<file path="config.mk">
export PLATFORM = sky130hd
export DESIGN_NAME = id_ex_pipe
export DESIGN_NICKNAME = d
export VERILOG_FILES = /design/src/rtl/rv_pkg.sv /design/src/rtl/hazard_detect.sv /design/src/rtl/id_ex_pipe.sv
export SDC_FILE = /design/constraint.sdc
export NUM_CORES = 1
export LEC_CHECK = 0
export ABC_CLOCK_PERIOD_IN_PS = 3020
export CAP_MARGIN = 10
export CORE_AREA = 4 4 139 141
export CTS_CLUSTER_DIAMETER = 30
export CTS_CLUSTER_SIZE = 28
export DETAILED_ROUTE_END_ITERATION = 12
export DIE_AREA = 0 0 143 145
export DONT_BUFFER_PORTS = 1
export HOLD_SLACK_MARGIN = 0.05
export MAX_ROUTING_LAYER = met4
export PLACE_DENSITY = 0.64
export REMOVE_ABC_BUFFERS = 1
export SLEW_MARGIN = 20
export SYNTH_ARGS = -nofsm -noshare
export SYNTH_HDL_FRONTEND = slang
export SYNTH_HIERARCHICAL = 1
export SYNTH_SLANG_ARGS = --single-unit
</file>
<file path="constraint.sdc">
create_clock -name clk -period 3.02 [get_ports clk]
set_input_delay 0.453 -clock clk [delete_from_list [all_inputs] [get_ports clk]]
set_output_delay 0.453 -clock clk [all_outputs]
set_load 0.01 [all_outputs]
</file>
<file path="src/rtl/rv_pkg.sv">
// +----------------------------------------------------------------------+
// | rv_pkg : shared RV32I opcodes, ctrl field widths and ctrl bundle     |
// | Rev 1.0                                                              |
// +----------------------------------------------------------------------+
`default_nettype none

package rv_pkg;

    localparam logic [6:0] OP_R      = 7'b0110011;
    localparam logic [6:0] OP_LOAD   = 7'b0000011;
    localparam logic [6:0] OP_STORE  = 7'b0100011;
    localparam logic [6:0] OP_BRANCH = 7'b1100011;
    localparam logic [6:0] OP_LUI    = 7'b0110111;
    localparam logic [6:0] OP_AUIPC  = 7'b0010111;
    localparam logic [6:0] OP_JAL    = 7'b1101111;
    localparam logic [6:0] OP_JALR   = 7'b1100111;

    localparam int ALUOP_W  = 5;
    localparam int NPCOP_W  = 3;
    localparam int WDSEL_W  = 2;
    localparam int DMTYPE_W = 3;

    typedef struct packed {
        logic                reg_write;
        logic                mem_write;
        logic                mem_read;
        logic                alu_src;
        logic [ALUOP_W-1:0]  alu_op;
        logic [NPCOP_W-1:0]  npc_op;
        logic [WDSEL_W-1:0]  wd_sel;
        logic [DMTYPE_W-1:0] dm_type;
    } ctrl_t;

endpackage

`default_nettype wire

</file>
<file path="src/rtl/hazard_detect.sv">
// +----------------------------------------------------------------------+
// | hazard_detect : operand-use decode and load-use hazard compare       |
// | Rev 1.0                                                              |
// +----------------------------------------------------------------------+
`default_nettype none

module hazard_detect
    import rv_pkg::*;
(
    input  logic       id_valid_i,
    input  logic [6:0] id_op_i,
    input  logic [4:0] id_rs1_i,
    input  logic [4:0] id_rs2_i,
    input  logic       ex_valid_i,
    input  logic       ex_mem_read_i,
    input  logic [4:0] ex_rd_i,
    output logic       load_use_o
);

    logic use_rs1;
    logic use_rs2;

    always_comb begin
        use_rs1 = 1'b1;
        use_rs2 = 1'b0;
        case (id_op_i)
            OP_LUI, OP_AUIPC, OP_JAL: use_rs1 = 1'b0;
            default:                  use_rs1 = 1'b1;
        endcase
        case (id_op_i)
            OP_R, OP_STORE, OP_BRANCH: use_rs2 = 1'b1;
            default:                   use_rs2 = 1'b0;
        endcase
    end

    assign load_use_o = ex_valid_i & ex_mem_read_i & (ex_rd_i != 5'd0) & id_valid_i &
                        ((use_rs1 & (ex_rd_i == id_rs1_i)) |
                         (use_rs2 & (ex_rd_i == id_rs2_i)));

endmodule

`default_nettype wire

</file>
<file path="src/rtl/id_ex_pipe.sv">
// +----------------------------------------------------------------------+
// | id_ex_pipe : ID/EX register with load-use bubbles, flush, hold and   |
// |              saturating stall/flush event counters                   |
// | Rev 1.0                                                              |
// +----------------------------------------------------------------------+
`default_nettype none

module id_ex_pipe
    import rv_pkg::*;
#(
    parameter int XLEN  = 32,
    parameter int CNT_W = 16
) (
    input  logic                clk,
    input  logic                rstn,
    input  logic                id_valid,
    input  logic [6:0]          id_op,
    input  logic                id_RegWrite,
    input  logic                id_MemWrite,
    input  logic                id_MemRead,
    input  logic                id_ALUSrc,
    input  logic [ALUOP_W-1:0]  id_ALUOp,
    input  logic [NPCOP_W-1:0]  id_NPCOp,
    input  logic [WDSEL_W-1:0]  id_WDSel,
    input  logic [DMTYPE_W-1:0] id_DMType,
    input  logic [XLEN-1:0]     id_pc,
    input  logic [XLEN-1:0]     id_rd1,
    input  logic [XLEN-1:0]     id_rd2,
    input  logic [XLEN-1:0]     id_imm,
    input  logic [4:0]          id_rs1,
    input  logic [4:0]          id_rs2,
    input  logic [4:0]          id_rd,
    input  logic                ex_flush,
    input  logic                ex_hold,
    output logic                ex_valid,
    output logic                ex_RegWrite,
    output logic                ex_MemWrite,
    output logic                ex_MemRead,
    output logic                ex_ALUSrc,
    output logic [ALUOP_W-1:0]  ex_ALUOp,
    output logic [NPCOP_W-1:0]  ex_NPCOp,
    output logic [WDSEL_W-1:0]  ex_WDSel,
    output logic [DMTYPE_W-1:0] ex_DMType,
    output logic [XLEN-1:0]     ex_pc,
    output logic [XLEN-1:0]     ex_rd1,
    output logic [XLEN-1:0]     ex_rd2,
    output logic [XLEN-1:0]     ex_imm,
    output logic [4:0]          ex_rs1,
    output logic [4:0]          ex_rs2,
    output logic [4:0]          ex_rd,
    output logic                stall_if_id,
    output logic [CNT_W-1:0]    cnt_loaduse,
    output logic [CNT_W-1:0]    cnt_flush
);

    ctrl_t            id_ctrl;
    ctrl_t            ctrl_q, ctrl_d;
    logic             valid_q, valid_d;
    logic [XLEN-1:0]  pc_q, pc_d, rd1_q, rd1_d, rd2_q, rd2_d, imm_q, imm_d;
    logic [4:0]       rs1_q, rs1_d, rs2_q, rs2_d, rd_q, rd_d;
    logic [CNT_W-1:0] cnt_lu_q, cnt_lu_d, cnt_fl_q, cnt_fl_d;
    logic             load_use;
    logic             bubble;
    logic             load;

    always_comb begin
        id_ctrl.reg_write = id_RegWrite;
        id_ctrl.mem_write = id_MemWrite;
        id_ctrl.mem_read  = id_MemRead;
        id_ctrl.alu_src   = id_ALUSrc;
        id_ctrl.alu_op    = id_ALUOp;
        id_ctrl.npc_op    = id_NPCOp;
        id_ctrl.wd_sel    = id_WDSel;
        id_ctrl.dm_type   = id_DMType;
    end

    hazard_detect u_hazard_detect (
        .id_valid_i    (id_valid),
        .id_op_i       (id_op),
        .id_rs1_i      (id_rs1),
        .id_rs2_i      (id_rs2),
        .ex_valid_i    (valid_q),
        .ex_mem_read_i (ctrl_q.mem_read),
        .ex_rd_i       (rd_q),
        .load_use_o    (load_use)
    );

    // Flush outranks hold: the ID instruction is being killed, so IF/ID must not freeze.
    assign stall_if_id = (load_use | ex_hold) & ~ex_flush;
    assign bubble      = ex_flush | (~ex_hold & load_use);
    assign load        = ~ex_flush & ~ex_hold & ~load_use;

    always_comb begin
        valid_d  = valid_q;
        ctrl_d   = ctrl_q;
        pc_d     = pc_q;
        rd1_d    = rd1_q;
        rd2_d    = rd2_q;
        imm_d    = imm_q;
        rs1_d    = rs1_q;
        rs2_d    = rs2_q;
        rd_d     = rd_q;
        cnt_lu_d = cnt_lu_q;
        cnt_fl_d = cnt_fl_q;
        if (bubble) begin
            valid_d = 1'b0;
            ctrl_d  = '0;
            pc_d    = '0;
            rd1_d   = '0;
            rd2_d   = '0;
            imm_d   = '0;
            rs1_d   = '0;
            rs2_d   = '0;
            rd_d    = '0;
        end else if (load) begin
            valid_d = id_valid;
            ctrl_d  = id_ctrl;
            pc_d    = id_pc;
            rd1_d   = id_rd1;
            rd2_d   = id_rd2;
            imm_d   = id_imm;
            rs1_d   = id_rs1;
            rs2_d   = id_rs2;
            rd_d    = id_rd;
        end
        if (ex_flush) begin
            if (cnt_fl_q != '1) cnt_fl_d = cnt_fl_q + CNT_W'(1);
        end else if (~ex_hold & load_use) begin
            if (cnt_lu_q != '1) cnt_lu_d = cnt_lu_q + CNT_W'(1);
        end
    end

    always_ff @(posedge clk) begin
        if (!rstn) begin
            valid_q  <= 1'b0;
            ctrl_q   <= '0;
            pc_q     <= '0;
            rd1_q    <= '0;
            rd2_q    <= '0;
            imm_q    <= '0;
            rs1_q    <= '0;
            rs2_q    <= '0;
            rd_q     <= '0;
            cnt_lu_q <= '0;
            cnt_fl_q <= '0;
        end else begin
            valid_q  <= valid_d;
            ctrl_q   <= ctrl_d;
            pc_q     <= pc_d;
            rd1_q    <= rd1_d;
            rd2_q    <= rd2_d;
            imm_q    <= imm_d;
            rs1_q    <= rs1_d;
            rs2_q    <= rs2_d;
            rd_q     <= rd_d;
            cnt_lu_q <= cnt_lu_d;
            cnt_fl_q <= cnt_fl_d;
        end
    end

    assign ex_valid    = valid_q;
    assign ex_RegWrite = ctrl_q.reg_write;
    assign ex_MemWrite = ctrl_q.mem_write;
    assign ex_MemRead  = ctrl_q.mem_read;
    assign ex_ALUSrc   = ctrl_q.alu_src;
    assign ex_ALUOp    = ctrl_q.alu_op;
    assign ex_NPCOp    = ctrl_q.npc_op;
    assign ex_WDSel    = ctrl_q.wd_sel;
    assign ex_DMType   = ctrl_q.dm_type;
    assign ex_pc       = pc_q;
    assign ex_rd1      = rd1_q;
    assign ex_rd2      = rd2_q;
    assign ex_imm      = imm_q;
    assign ex_rs1      = rs1_q;
    assign ex_rs2      = rs2_q;
    assign ex_rd       = rd_q;
    assign cnt_loaduse = cnt_lu_q;
    assign cnt_flush   = cnt_fl_q;

endmodule

`default_nettype wire

</file>
* Word level (Yosys, flattened, before mapping)
Index checks and enable logic that the tools add are counted.
** Storage, ports and cells
- Flip-flop bits (word level) :: 193
- Input port bits :: 172
- Output and inout port bits :: 194
- Logic and storage cells :: 55
** Operators by class
- Add/subtract/negate cells :: 2
- Eq/ne operators :: 10
- Muxes and demuxes :: 2
- Bitwise logic cells :: 17
- Reductions and logical operators :: 6
** Operators with widths (count)
- adder 16 x 1 -> 16 bit (second input constant) :: 2
- inequality test 16 bit (second input constant) :: 2
- == test 7 x 6 -> 1 bit (second input constant) :: 3
- == test 7 bit (second input constant) :: 2
- AND 1 bit :: 10
- == test 5 bit :: 2
- == test 7 x 5 -> 1 bit (second input constant) :: 1
- OR reduction 3 bit :: 2
- nonzero test 5 bit :: 1
- inverter 1 bit :: 4
- OR 1 bit :: 3
- AND reduction 3 bit :: 1
- two-way mux 1 bit :: 2
- AND reduction 2 bit :: 1
- OR reduction 2 bit :: 1

* Depth between registers and ports, before layout
- Depth in word-level cells :: 9
- Mapped depth :: 10

* Hierarchy
The synthesis kept the hierarchy.
** By module, submodules not included
- id_ex_pipe :: times used 1, cells each 910, area each 7385.8 um^2
- hazard_detect :: times used 1, cells each 23, area each 173.9 um^2

* Least setup slack after synthesis
No wires, ideal clock.
- Path type :: flip-flop to output port
- Start :: reg rd_q[3], in the netlist ex_rd[3]
- End :: out stall_if_id
- Data arrival time :: 2150 ps
- Setup slack :: 417 ps
- Cell stages (with the launch flop) :: 8
- Buffers on the path :: 2
- Cell sequence :: dfxtp_1 > or4_1 > o2111ai_1 > a21oi_1 > nor2_1 > clkbuf_1 > clkbuf_1 > nor2_1
** Between the ends
- Longest elaborated chain between the ends :: 6
- Elaborated cells on any way between the ends :: 11
** RTL lines
- start, declared :: RTL line id_ex_pipe.sv:60 : logic [4:0] rs1_q, rs1_d, rs2_q, rs2_d, rd_q, rd_d;
- start signal, assigned :: RTL line id_ex_pipe.sv:155 : rd_q <= rd_d;
- == test 5 bit, or another cell as far along :: RTL line hazard_detect.sv:37 : ((use_rs1 & (ex_rd_i == id_rs1_i)) |
- AND 1 bit (on tied branches) :: RTL line hazard_detect.sv:37, hazard_detect.sv:36, hazard_detect.sv:38
- OR 1 bit / AND 1 bit (equally long branches) :: RTL line hazard_detect.sv:37, hazard_detect.sv:36
- AND 1 bit (*) :: RTL line hazard_detect.sv:36 : assign load_use_o = ex_valid_i & ex_mem_read_i & (ex_rd_i != 5'd0) & id_valid_i &
- via load_use :: RTL line id_ex_pipe.sv:62 : logic load_use;
- OR 1 bit (*) :: RTL line id_ex_pipe.sv:89 : assign stall_if_id = (load_use | ex_hold) & ~ex_flush;
- AND 1 bit (*) :: RTL line id_ex_pipe.sv:89
- end, declared :: RTL line id_ex_pipe.sv:51 : output logic stall_if_id,
The timed path passes the listed nets; every way through them passes the cells marked *.

* Final worst setup path
Ends and elaborated chain as after synthesis.

==> flow_summary.yaml <==
clock_tree:
  post_cts_resize_count: 0
  clock_latency_ps: 430
  hold_buffers: 0
  htree_levels: 4
  clock_path_buffers: 2
  cts_buffers: 17
  cts.clk_slew.worst_paths_ps: 70
  postCtsSetupBuffers: 0
  clock-sinks: 193
  cts_root_buf: "clkbuf_16"
  tritoncts: "built"
logic_synthesis:
  ys_ff_latch: 193
  yosysWarnings: 6
  synth.distinct_cells: 46
  synthArstFlopShare_pct: 0
  synth_cells: 933
  synth_edf_count: 0
  synth_area_per_cell_um2: 8.10
  seq_area_frac_synth_pct: 51.1
  yosys_most_used_dff: "dfxtp_1"
  synthesis.area_um2: 7560
worst_setup_path:
  slowest_delay_ps: 570
  cp_max_fo: 10
  cp.arrival_ps: 2300
  worstSetupStartpointType: "flop"
  crit_chain: "or4_1 -> o2111ai_1 -> a21oi_1 -> buf_4 -> nor2_4 -> nor2_1"
  cp.required_ps: 2570
  crit_type: "flop to output port"
  critPathSlowestCell: "or4_1"
  worstSetupEndpointType: "output port"
final_layout:
  layout.nets: 1059
  syn_to_final_growth_pct: 9.78
  stdcell_area_um2: 8300
  finish.utilization_pct: 46.2
  fillerInstances: 1756
  drive_gt1_share_pct: 5.79
  antenna_cells_inserted: 0
  instances_no_fill: 1127
place:
  dp_hpwl_mm: 15.3
  dp_slack_ps: 395
  dpl.cell_count: 1095
  placed_area_um2: 7680
  io_buffers: 0
  place.gp.congestion: 0.909
global_routing:
  grt_pass1_vias: 6150
  grt_start_max_net_pins: 170
  antenna_found_initial: 0
  grtUsageTotal_pct: 21.5
  grt_pass1_wl_mm: 35.0
  gr-total-overflow: 0
floorplan:
  core_um2: 18000
  io_pins: 366
  rows: 49
  die_x_um: 143
  dieHeight_um: 145
  die-area_um2: 20700
  initial_core_util_pct: 42.1
job:
  maxCapViolCount: 0
timing:
  rsz0062_at_grt: "no"
  worstMarginPinSlew_ps: 788
  finalCritPeriodShare_pct: 91.0
  worst_slack_ps: 271
  max_slew_margin_pct: 47.1
  final.min_clock_period_ps: 2750
  final-hold-violation-count: 0
  fmax_mhz: 364
  finClkSkew_ps: 17.2
  report.final.slew_viol_count: 0
  setup-violations-final: 0
power:
  cellPowerDensity_nw_per_um2: 656
  finalPower_mw: 5.44
  peakVddDrop_mv: 0.357
  p_leak_nw: 2.98
route:
  antenna_left: 0
  wire_per_inst_um: 20.2
  drt-initial-drc-count: 514
  viasPerCell: 5.80
  drt-total-wl_mm: 22.8
  drt-pass1-iter-count: 5
  vias: 6532
  drc: 0
worst_hold_path:
  hp-class: "primary input to flop"
status:
  status: "finished clean"
[critical path: cells and delay by family, from the launching register on]
family | cells | cell delay (ps)
and+or+nand+nor | 3 | 1000
DFF | 1 | 400
AOI/OAI and AO/OA | 2 | 290
buffers and inverters | 1 | 180
[power breakdown]
part / switching (mW) / internal, mW
Sequential: 0.141 / 2.65
Clock: 1.13 / 1.20
Combinational: 0.198 / 0.125
[cell usage in the layout, fill, tap and decap left out, types with 7 or more instances in the layout]
cell       netlist  layout
nor2_1         170     169
nand2_1         16      16
nand3_1          9       9
o31ai_1          9       9
clkbuf_16        0      17
xor2_1           7       7
o21ai_0          8       8
or3_1            8       8
or4_1            9       9
dfxtp_1        193     193
nor3_1         329     329
nand4_1         12      12
a21oi_1         22      22
[per-stage QoR]
stage / TNS, ps / hold slack, ps
after floorplan: -557750 / 498
after global placement: 0 / 523
after global routing: 0 / 145
after detailed placement: 0 / 524
final: 0 / 168
after CTS: 0 / 141
[routing by layer]
layer | track usage, % | routed length (um) | up-vias
met5 | - | 0 | -
met4 | 6.13 | 347 | 0
met3 | 8.62 | 2290 | 25
met2 | 34.1 | 11300 | 260
met1 | 25.2 | 8820 | 3054
li1 | - | - | 3193
[cell families after synthesis]
kind of cell	share of synthesized area [%]
buffers and inverters	4.42
muxes	0.794
and+or+nand+nor	37.2
DFF	51.1
xor gates and xnor gates	1.27
AOI/OAI and AO/OA	4.87
adders and majority gates	0.331
[cells in the mapped netlist (3+ instances only)]
master / n / area [um^2]
a211oi_1: 3 / 22.5
a21oi_1: 22 / 110
and3_1: 4 / 25.0
buf_2: 11 / 55.1
clkbuf_1: 64 / 240
dfxtp_1: 193 / 3860
inv_1: 5 / 18.8
mux2i_1: 6 / 60.1
nand2_1: 16 / 60.1
nand2b_1: 5 / 31.3
nand3_1: 9 / 45.0
nand4_1: 12 / 75.1
nor2_1: 170 / 638
nor3_1: 329 / 1650
nor4_1: 6 / 37.5
o21ai_0: 8 / 40.0
o31ai_1: 9 / 67.6
or3_1: 8 / 50.1
or4_1: 9 / 67.6
xnor2_1: 4 / 35.0
xor2_1: 7 / 61.3
[registers in the layout, indices dropped and copies added (netlist names)]
register     cells
ex_DMType        3
ex_imm          32
ex_rd            5
ex_MemRead       1
ex_NPCOp         3
ex_rs1           5
ex_RegWrite      1
ex_rd2          32
ex_ALUSrc        1
ex_rs2           5
cnt_loaduse     16
ex_valid         1
cnt_flush       16
ex_WDSel         2
ex_pc           32
ex_rd1          32
ex_ALUOp         5
ex_MemWrite      1
[path summary, 6_finish.rpt]
check	end	slack, ps	cells past startpoint	start
worst min register to register	ex_pc[11]	530	2	ex_pc[11]
worst max-delay path	stall_if_id	270	6	ex_rd[3]
worst max register to register	cnt_loaduse[12]	430	8	ex_rd[3]
worst min-delay path	cnt_loaduse[10]	170	1	rstn
[final cells by class]
class                           count  area [um^2]  share of cell area (%)
Clock inverter                     15          184                    2.22
Multi-Input combinational cell    657         3390                    40.9
Tap cell                          229          287                    3.45
Clock buffer                       17          425                    5.13
Timing Repair Buffer               10          125                    1.51
Inverter                            6         22.5                   0.271
Sequential cell                   193         3860                    46.6
Power figures use the tool's default switching activity.
